==> config.mk <==
export PLATFORM = sky130hd
export DESIGN_NAME = dmem_mmio_responder
export DESIGN_NICKNAME = d
export VERILOG_FILES = /design/src/rtl/dmem_mmio_responder_pkg.sv /design/src/rtl/dmem_mmio_responder_sync_fifo.sv /design/src/rtl/dmem_mmio_responder.sv
export SDC_FILE = /design/constraint.sdc
export NUM_CORES = 1
export LEC_CHECK = 0
export ABC_AREA = 0
export ABC_CLOCK_PERIOD_IN_PS = 5020
export BUFFER_PORTS_ARGS = -buffer_cell sky130_fd_sc_hd__buf_2
export CELL_PAD_IN_SITES_DETAIL_PLACEMENT = 1
export CELL_PAD_IN_SITES_GLOBAL_PLACEMENT = 1
export CORE_MARGIN = 2
export CORE_UTILIZATION = 50
export CTS_CLUSTER_SIZE = 30
export DETAILED_ROUTE_END_ITERATION = 10
export PLACE_DENSITY = 0.76
export SETUP_SLACK_MARGIN = 0.2
export SYNTH_ARGS = -nofsm -noshare
export SYNTH_HDL_FRONTEND = slang
export SYNTH_HIERARCHICAL = 1
export SYNTH_SLANG_ARGS = --single-unit
==> constraint.sdc <==
create_clock -name clock -period 5.02 [get_ports clock]
set_input_delay 1.506 -clock clock [delete_from_list [all_inputs] [get_ports clock]]
set_output_delay 1.506 -clock clock [all_outputs]
set_load 0.01 [all_outputs]
==> src/rtl/dmem_mmio_responder_pkg.sv <==
// Shared definitions for the data-memory MMIO responder: register offsets,
// STATUS bit positions and a small saturation helper for the count field.
package dmem_mmio_responder_pkg;

    // Word offsets inside the 256-word MMIO window
    localparam logic [7:0] MMIO_OFF_TXDATA = 8'h00;
    localparam logic [7:0] MMIO_OFF_STATUS = 8'h01;
    localparam logic [7:0] MMIO_OFF_CYCLES = 8'h02;

    // STATUS register bit positions
    localparam int ST_EMPTY     = 0;
    localparam int ST_FULL      = 1;
    localparam int ST_COUNT_LSB = 2;
    localparam int ST_OVF       = 6;

    // The count field is only 4 bits wide; deeper FIFOs report 15 when fuller
    function automatic logic [3:0] sat_count4(input logic [31:0] c);
        return (c > 32'd15) ? 4'd15 : c[3:0];
    endfunction

endpackage

==> src/rtl/dmem_mmio_responder_sync_fifo.sv <==
// Synchronous FIFO with a combinational head output. Pointers wrap modulo
// DEPTH (power of 2); occupancy is kept in a separate counter so full and
// empty are unambiguous.
module sync_fifo #(
    parameter int DEPTH = 8,
    parameter int WIDTH = 32
) (
    input  logic                     clock,
    input  logic                     reset,
    input  logic                     push,
    input  logic                     pop,
    input  logic [WIDTH-1:0]         wdata,
    output logic [WIDTH-1:0]         rdata,
    output logic                     empty,
    output logic                     full,
    output logic [$clog2(DEPTH):0]   count
);

    localparam int AW = $clog2(DEPTH);
    localparam int CW = AW + 1;

    logic [WIDTH-1:0] r_mem [DEPTH];
    logic [AW-1:0]    r_wr_ptr;
    logic [AW-1:0]    r_rd_ptr;
    logic [CW-1:0]    r_count;

    logic w_pop;
    logic w_push;

    assign empty  = (r_count == '0);
    assign full   = (r_count == CW'(DEPTH));
    assign count  = r_count;
    // A pop on an empty FIFO is meaningless; a push when full only lands if a pop frees a slot
    assign w_pop  = pop && !empty;
    assign w_push = push && (!full || w_pop);
    // Head is forced to zero when empty so stale storage never leaks out
    assign rdata  = empty ? '0 : r_mem[r_rd_ptr];

    // Storage array: written only, never reset (contents are qualified by count)
    always_ff @(posedge clock) begin
        if (w_push) begin
            r_mem[r_wr_ptr] <= wdata;
        end
    end

    // Pointer and occupancy tracking; reset discards all queued words
    always_ff @(posedge clock or posedge reset) begin
        if (reset) begin
            r_wr_ptr <= '0;
            r_rd_ptr <= '0;
            r_count  <= '0;
        end else begin
            if (w_push) r_wr_ptr <= r_wr_ptr + 1'b1;
            if (w_pop)  r_rd_ptr <= r_rd_ptr + 1'b1;
            case ({w_push, w_pop})
                2'b10:   r_count <= r_count + 1'b1;
                2'b01:   r_count <= r_count - 1'b1;
                default: r_count <= r_count;
            endcase
        end
    end

endmodule

==> src/rtl/dmem_mmio_responder.sv <==
// MMIO responder beside dmem: claims the top 256 words of the word address
// space, exposing a TX FIFO, a STATUS register and a free-running cycle
// counter. Read data is registered to match syncram one-cycle latency.
module dmem_mmio_responder
    import dmem_mmio_responder_pkg::*;
#(
    parameter int          FIFO_DEPTH = 8,
    parameter logic [11:0] MMIO_BASE  = 12'hF00
) (
    input  logic        clock,
    input  logic        reset,
    input  logic [11:0] address_dmem,
    input  logic [31:0] data,
    input  logic        wren,
    output logic [31:0] q_mmio,
    output logic        mmio_hit,
    output logic [31:0] tx_data,
    output logic        tx_valid,
    input  logic        tx_ready
);

    localparam int CW = $clog2(FIFO_DEPTH) + 1;

    logic          w_hit;
    logic [7:0]    w_offset;
    logic          w_empty;
    logic          w_full;
    logic [CW-1:0] w_count;
    logic          w_pop;
    logic          w_push_req;
    logic          w_push;
    logic          w_ovf_set;
    logic          w_ovf_clr;
    logic          w_cyc_wr;
    logic [31:0]   w_status;
    logic [31:0]   w_rdata;

    logic [31:0]   r_cycles;
    logic          r_ovf;

    assign w_hit      = (address_dmem[11:8] == MMIO_BASE[11:8]);
    assign w_offset   = address_dmem[7:0];
    assign tx_valid   = !w_empty;
    assign w_pop      = tx_valid && tx_ready;
    assign w_push_req = wren && w_hit && (w_offset == MMIO_OFF_TXDATA);
    // A pop in the same cycle makes room, so a full FIFO can still accept
    assign w_push     = w_push_req && (!w_full || w_pop);
    assign w_ovf_set  = w_push_req && w_full && !w_pop;
    assign w_ovf_clr  = wren && w_hit && (w_offset == MMIO_OFF_STATUS);
    assign w_cyc_wr   = wren && w_hit && (w_offset == MMIO_OFF_CYCLES);

    sync_fifo #(
        .DEPTH (FIFO_DEPTH),
        .WIDTH (32)
    ) u_tx_fifo (
        .clock (clock),
        .reset (reset),
        .push  (w_push),
        .pop   (w_pop),
        .wdata (data),
        .rdata (tx_data),
        .empty (w_empty),
        .full  (w_full),
        .count (w_count)
    );

    // Assemble the STATUS word from FIFO flags and the sticky overflow bit
    always_comb begin
        w_status                      = '0;
        w_status[ST_EMPTY]            = w_empty;
        w_status[ST_FULL]             = w_full;
        w_status[ST_COUNT_LSB +: 4]   = sat_count4(32'(w_count));
        w_status[ST_OVF]              = r_ovf;
    end

    // Read mux; TXDATA and unmapped offsets read as zero, misses read as zero
    always_comb begin
        w_rdata = '0;
        if (w_hit) begin
            case (w_offset)
                MMIO_OFF_STATUS: w_rdata = w_status;
                MMIO_OFF_CYCLES: w_rdata = r_cycles;
                default:         w_rdata = '0;
            endcase
        end
    end

    // Registered read path; runs every cycle regardless of wren
    always_ff @(posedge clock or posedge reset) begin
        if (reset) begin
            q_mmio   <= '0;
            mmio_hit <= 1'b0;
        end else begin
            q_mmio   <= w_rdata;
            mmio_hit <= w_hit;
        end
    end

    // Free-running cycle counter; a CYCLES write loads data exactly (no +1)
    always_ff @(posedge clock or posedge reset) begin
        if (reset) begin
            r_cycles <= '0;
        end else if (w_cyc_wr) begin
            r_cycles <= data;
        end else begin
            r_cycles <= r_cycles + 32'd1;
        end
    end

    // Sticky overflow: set on a dropped push, cleared by any STATUS write
    always_ff @(posedge clock or posedge reset) begin
        if (reset) begin
            r_ovf <= 1'b0;
        end else if (w_ovf_set) begin
            r_ovf <= 1'b1;
        end else if (w_ovf_clr) begin
            r_ovf <= 1'b0;
        end
    end

endmodule

; ---- Word level (Yosys, flattened, before mapping)
; Memories as Yosys holds them, arrays and structs flattened.
; Index checks and enable logic that the tools add are counted.
; Widths: inputs -> output; s select.
[word_totals]
regBits = 76
mem_bits_rw = 256
word_cells = 47
n_memories = 1
[mem_list]
columns = name, words, word_bits, rd, rd_clocked_by_memory_dff, write_ports, line_no
row1 = u_tx_fifo.r_mem, 8, 32, 1, 0, 1, dmem_mmio_responder_sync_fifo.sv:22  ; logic [WIDTH-1:0] r_mem [DEPTH];
[classes]
n_addsub = 5
n_eq_ne = 6
n_mux = 9
reduce_logical = 19
[op_table]
columns = op, count
row1 = $mux 32, 3
row2 = $pmux 32 s2, 1
row3 = $add 32x1->32 const B, 1
row4 = $logic_and 1x1->1, 10
row5 = $eq 4x4->1 const B, 2
row6 = $eq 8x1->1 const B, 1
row7 = $eq 8x2->1 const B, 1
row8 = $logic_not 8->1, 1
row9 = $pmux 4 s2, 1
row10 = $add 3x1->3 const B, 2
row11 = $add 4x1->4 const B, 1
row12 = $logic_not 4->1, 1
row13 = $mux 1, 4
row14 = $reduce_bool 2->1, 2
row15 = $sub 4x1->4 const B, 1
row16 = $logic_not 1->1, 3
row17 = $eq 2x1->1 const B, 1
row18 = $eq 2x2->1 const B, 1
row19 = $logic_or 1x1->1, 2

; ---- Longest topological paths before layout
[depth]
depth_word = 8
ltp_mapped = 16

; ---- Modules after synthesis
; Netlist, hierarchy kept.
[modules_own_cells]
columns = mod, n_inst, cells_each, area_each_um2, seq_area_each_um2
row1 = sync_fifo, 1, 477, 10381.2, 7937.6
row2 = dmem_mmio_responder, 1, 293, 3047.9, 1651.6

; ---- Least setup slack after synthesis
; No wires, ideal clock.
[synth_path]
path_type = input to register
from = in address_dmem[5]
to = mem u_tx_fifo.r_mem[0][0] (enable)
setup_time_ns = 0.461
arrival_ns = 5.125
required_time_ns = 4.559
slack_ns = -0.566
stages = 7
n_path_buf = 0
cell_sequence = nor4_1 nand3_1 nor3b_1 and2_1 o21a_1 nand2b_1 nor3_1
[synth_between]
elab_chain_len = 6
[synth_rtl]
columns = element, line_no
row1 = "start, declared", dmem_mmio_responder.sv:12  ; input logic [11:0] address_dmem,
row2 = $logic_not 8->1, dmem_mmio_responder.sv:45  ; assign w_push_req = wren && w_hit && (w_offset == MMIO_OFF_TXDATA);
row3 = $logic_and 1x1->1, dmem_mmio_responder.sv:45
row4 = $logic_and 1x1->1, dmem_mmio_responder.sv:47  ; assign w_push = w_push_req && (!w_full || w_pop);
row5 = named net w_push, dmem_mmio_responder.sv:31  ; logic w_push;
row6 = $logic_and 1x1->1, dmem_mmio_responder_sync_fifo.sv:35  ; assign w_push = push && (!full || w_pop);
row7 = $mux 1, dmem_mmio_responder_sync_fifo.sv:41  ; if (w_push) begin
row8 = $mux 1 (implied by the code), dmem_mmio_responder_sync_fifo.sv:42  ; r_mem[r_wr_ptr] <= wdata;
row9 = "end, declared", dmem_mmio_responder_sync_fifo.sv:22
; The timed path passes the listed nets, and every way through them passes these cells.

; ---- Final worst setup path
[layout_path]
from = reg u_tx_fifo.r_rd_ptr[0]
to = out tx_data[15]
[layout_between]
elab_chain_len = 2
[layout_rtl]
columns = element, line_no
row1 = "start, declared", dmem_mmio_responder_sync_fifo.sv:24  ; logic [AW-1:0] r_rd_ptr;
row2 = "start signal, assigned", dmem_mmio_responder_sync_fifo.sv:54  ; if (w_pop) r_rd_ptr <= r_rd_ptr + 1'b1;
row3 = $mem_v2 8x32, n/a
row4 = $mux 32, dmem_mmio_responder_sync_fifo.sv:37  ; assign rdata = empty ? '0 : r_mem[r_rd_ptr];
row5 = "end, declared", dmem_mmio_responder.sv:17  ; output logic [31:0] tx_data,
; No other way between the ends.

==> impl_metrics.json <==
{
  "start_util_pct": 51.2,
  "worst_clock_skew_ns": 0.0179,
  "hold_ws_ns": 0.538,
  "hold_buffers": 0,
  "period_share_pct": 85.3,
  "critical_path_peak_fanout": 33,
  "async_flop_share_pct": 22.9,
  "vias_per_cell": 5.84,
  "synth_edf_count": 256,
  "fmax_ghz": 0.234,
  "finalSetupViolations": 0,
  "grt_max_degree": 67,
  "clock-sinks": 332,
  "ios": 114,
  "ys.flop_type": "edfxtp_1",
  "slew-limit-headroom_pct": 26.7,
  "clock_latency_ns": 0.51,
  "ys_types": 53,
  "cellLeakagePower_uw": 0.00577,
  "slew_viol_final": 0,
  "cts_resized": 0,
  "die_area_sq_mm": 0.0282,
  "arrival_ns": 2.77,
  "first_pass_iters": 5,
  "pwr_density_cell_mw_per_mm2": 483,
  "drc": 0,
  "final_antenna_net_count": 0,
  "synth_seq_cells": 332,
  "syn_to_final_growth_pct": 15.6,
  "htree_levels": 2,
  "die_y_um": 168,
  "clk_path_buf_depth": 3,
  "overflow": 0,
  "syn-num-nets": 824,
  "ir_drop_v": 0.000293,
  "cp-start-kind": "register",
  "cts_buffers": 35,
  "grt_usage_pct": 24.3,
  "ys_warn_count": 6,
  "cts_setup_buffers": 0,
  "postSynthCellCount": 770,
  "seq_area_sq_mm": 0.00960,
  "ff2ff_setup_slack_ns": 1.37,
  "seq_area_frac_synth_pct": 71.4,
  "antenna_found_initial": 0,
  "wl_per_cell_um": 26.0,
  "path_clk_slew_ns": 0.06,
  "cts_tree": "built",
  "row_count": 59,
  "required_ns": 3.51,
  "period_needed_ns": 4.28,
  "finalSetupTns_ns": 0,
  "routed_wl_mm": 32.9,
  "grt_pass1_wl_mm": 51.2,
  "initialDrtViolationCount": 572,
  "core_sq_mm": 0.0262,
  "criticalPathCategory": "reg2out",
  "io_buffers": 113,
  "nNetsFinal": 956,
  "synthesis.area_sq_mm": 0.0134,
  "ctsRootBufferMaster": "clkbuf_16",
  "hpwl_mm": 21.4,
  "cap_violations": 0,
  "rsz0062_at_grt": "false",
  "avgSynthCellArea_sq_um": 17.4,
  "outcome": "finished clean",
  "tightest_slew_ns": 1.10,
  "place_congestion": 0.794,
  "antenna_cells": 0,
  "layout-drive-gt1-share_pct": 31.5,
  "finalHoldViolCount": 0,
  "fillers": 2385,
  "hp-class": "reg2reg",
  "grt_pass1_vias": 8201,
  "cp-end-kind": "output port",
  "dr_total_vias": 7387,
  "multi_input_area_sq_mm": 0.00362,
  "die_w_um": 168
}
-- critical path, stage by stage, from the launching register on --
cell,delay (ns)
dfrtp_4,0.87
buf_4,0.39
mux4_2,0.53
mux2i_1,0.23
nor2_1,0.06
buf_2,0.14
-- cell usage in the layout, fill, tap and decap left out, types with 3 or more instances in the layout --
master	Yosys	layout
edfxtp_1	256	256
buf_2	15	113
nor2_1	83	77
dfrtp_1	76	73
mux4_2	64	64
clkbuf_16	0	35
mux2i_1	33	33
a21oi_1	30	30
xnor2_1	29	29
and2_1	22	22
buf_4	7	20
nand2_1	17	16
inv_1	14	13
nand3_1	13	13
nor3_1	14	12
clkinv_2	0	12
a22oi_1	7	7
xor2_1	7	7
nand2b_1	6	6
and3_1	6	6
nor2_2	1	6
ha_1	5	5
and4_1	4	4
nor4_2	4	4
clkbuf_8	0	4
nand4_2	3	3
a21oi_2	3	3
inv_6	0	3
clkinv_1	0	3
clkbuf_1	13	3
-- layout make-up --
cell class	instances	area share, %
tap	335	2.70
clock inverter	22	0.984
clock buffer	42	6.07
timing repair buffer	134	4.74
sequential	332	61.9
multi-input combinational	385	23.3
inverter	14	0.339
-- state kept, by name (all words and copies together) (netlist names) --
register and flops:
q_mmio 32, u_tx_fifo/count 4, r_cycles 32, mmio_hit 1, r_ovf 1, u_tx_fifo/r_rd_ptr 3
u_tx_fifo/r_mem 256, u_tx_fifo/r_wr_ptr 3
-- routing by layer --
| metal | part of all wire (%) | vias up | global-route usage (%) | wire length [um] |
|---|---|---|---|---|
| li1 | - | 3209 | - | - |
| met1 | 44 | 3864 | 34.9 | 14300 |
| met2 | 49 | 273 | 39.6 | 16200 |
| met3 | 5.7 | 41 | 3.62 | 1890 |
| met4 | 1.7 | 0 | 6.24 | 549 |
| met5 | 0 | - | 0 | 0 |
-- cell families (layout without fill, tap and decap cells) --
logic type	count (synthesis)	after routing	share of synthesized area (%)
compound gates	53	53	2.55
mux	100	100	13.5
simple gates	190	190	7.61
xor+xnor	36	36	2.35
fa+ha+maj	6	6	0.615
buf+inv	53	212	1.99
flops	332	332	71.4
-- metrics by stage --
| step | area [sq um] | worst slack, ns | power (uW) | util [%] | cells |
|---|---|---|---|---|---|
| final | 15500 | 0.740 | 7500 | 59.2 | 1264 |
| after global routing | 15500 | 0.549 | 7810 | 59.2 | 1264 |
| after CTS | 15500 | 0.679 | 7570 | 59.2 | 1264 |
| after detailed placement | 14400 | 0.597 | 5120 | 55.0 | 1200 |
| after global placement | 14400 | 0.770 | 5050 | 55.0 | 1200 |
| after floorplan | 13400 | 0.290 | 4530 | - | 770 |
-- synthesized netlist by cell type, types with 13 or more instances --
cell      number  area share (%)
mux2i_1       33             2.5
a21oi_1       30             1.1
buf_2         15            0.56
nand3_1       13            0.48
nor3_1        14            0.52
nor2_1        83             2.3
and2_1        22             1.0
mux4_2        64              11
xnor2_1       29             1.9
edfxtp_1     256              57
clkbuf_1      13            0.36
nand2_1       17            0.48
dfrtp_1       76              14
inv_1         14            0.39
-- path summary, 6_finish.rpt --
check	start	end	cells past startpoint
max	u_tx_fifo/r_rd_ptr[0]	tx_data[15]	5
min	r_cycles[0]	r_cycles[0]	1
max reg2reg	u_tx_fifo/count[0]	u_tx_fifo/count[3]	14
min reg2reg	r_cycles[0]	r_cycles[0]	1
max in group asynchronous	reset	r_cycles[12]	3
min in group asynchronous	reset	u_tx_fifo/r_wr_ptr[1]	2
-- power breakdown --
part | leakage (uW) | switching (uW) | internal [uW]
Sequential | 0.00333 | 316 | 3020
Clock | 0.000551 | 1050 | 1400
Combinational | 0.00189 | 808 | 906
Total | 0.00577 | 2170 | 5330
Note: power is estimated with default switching activity, not from simulation.
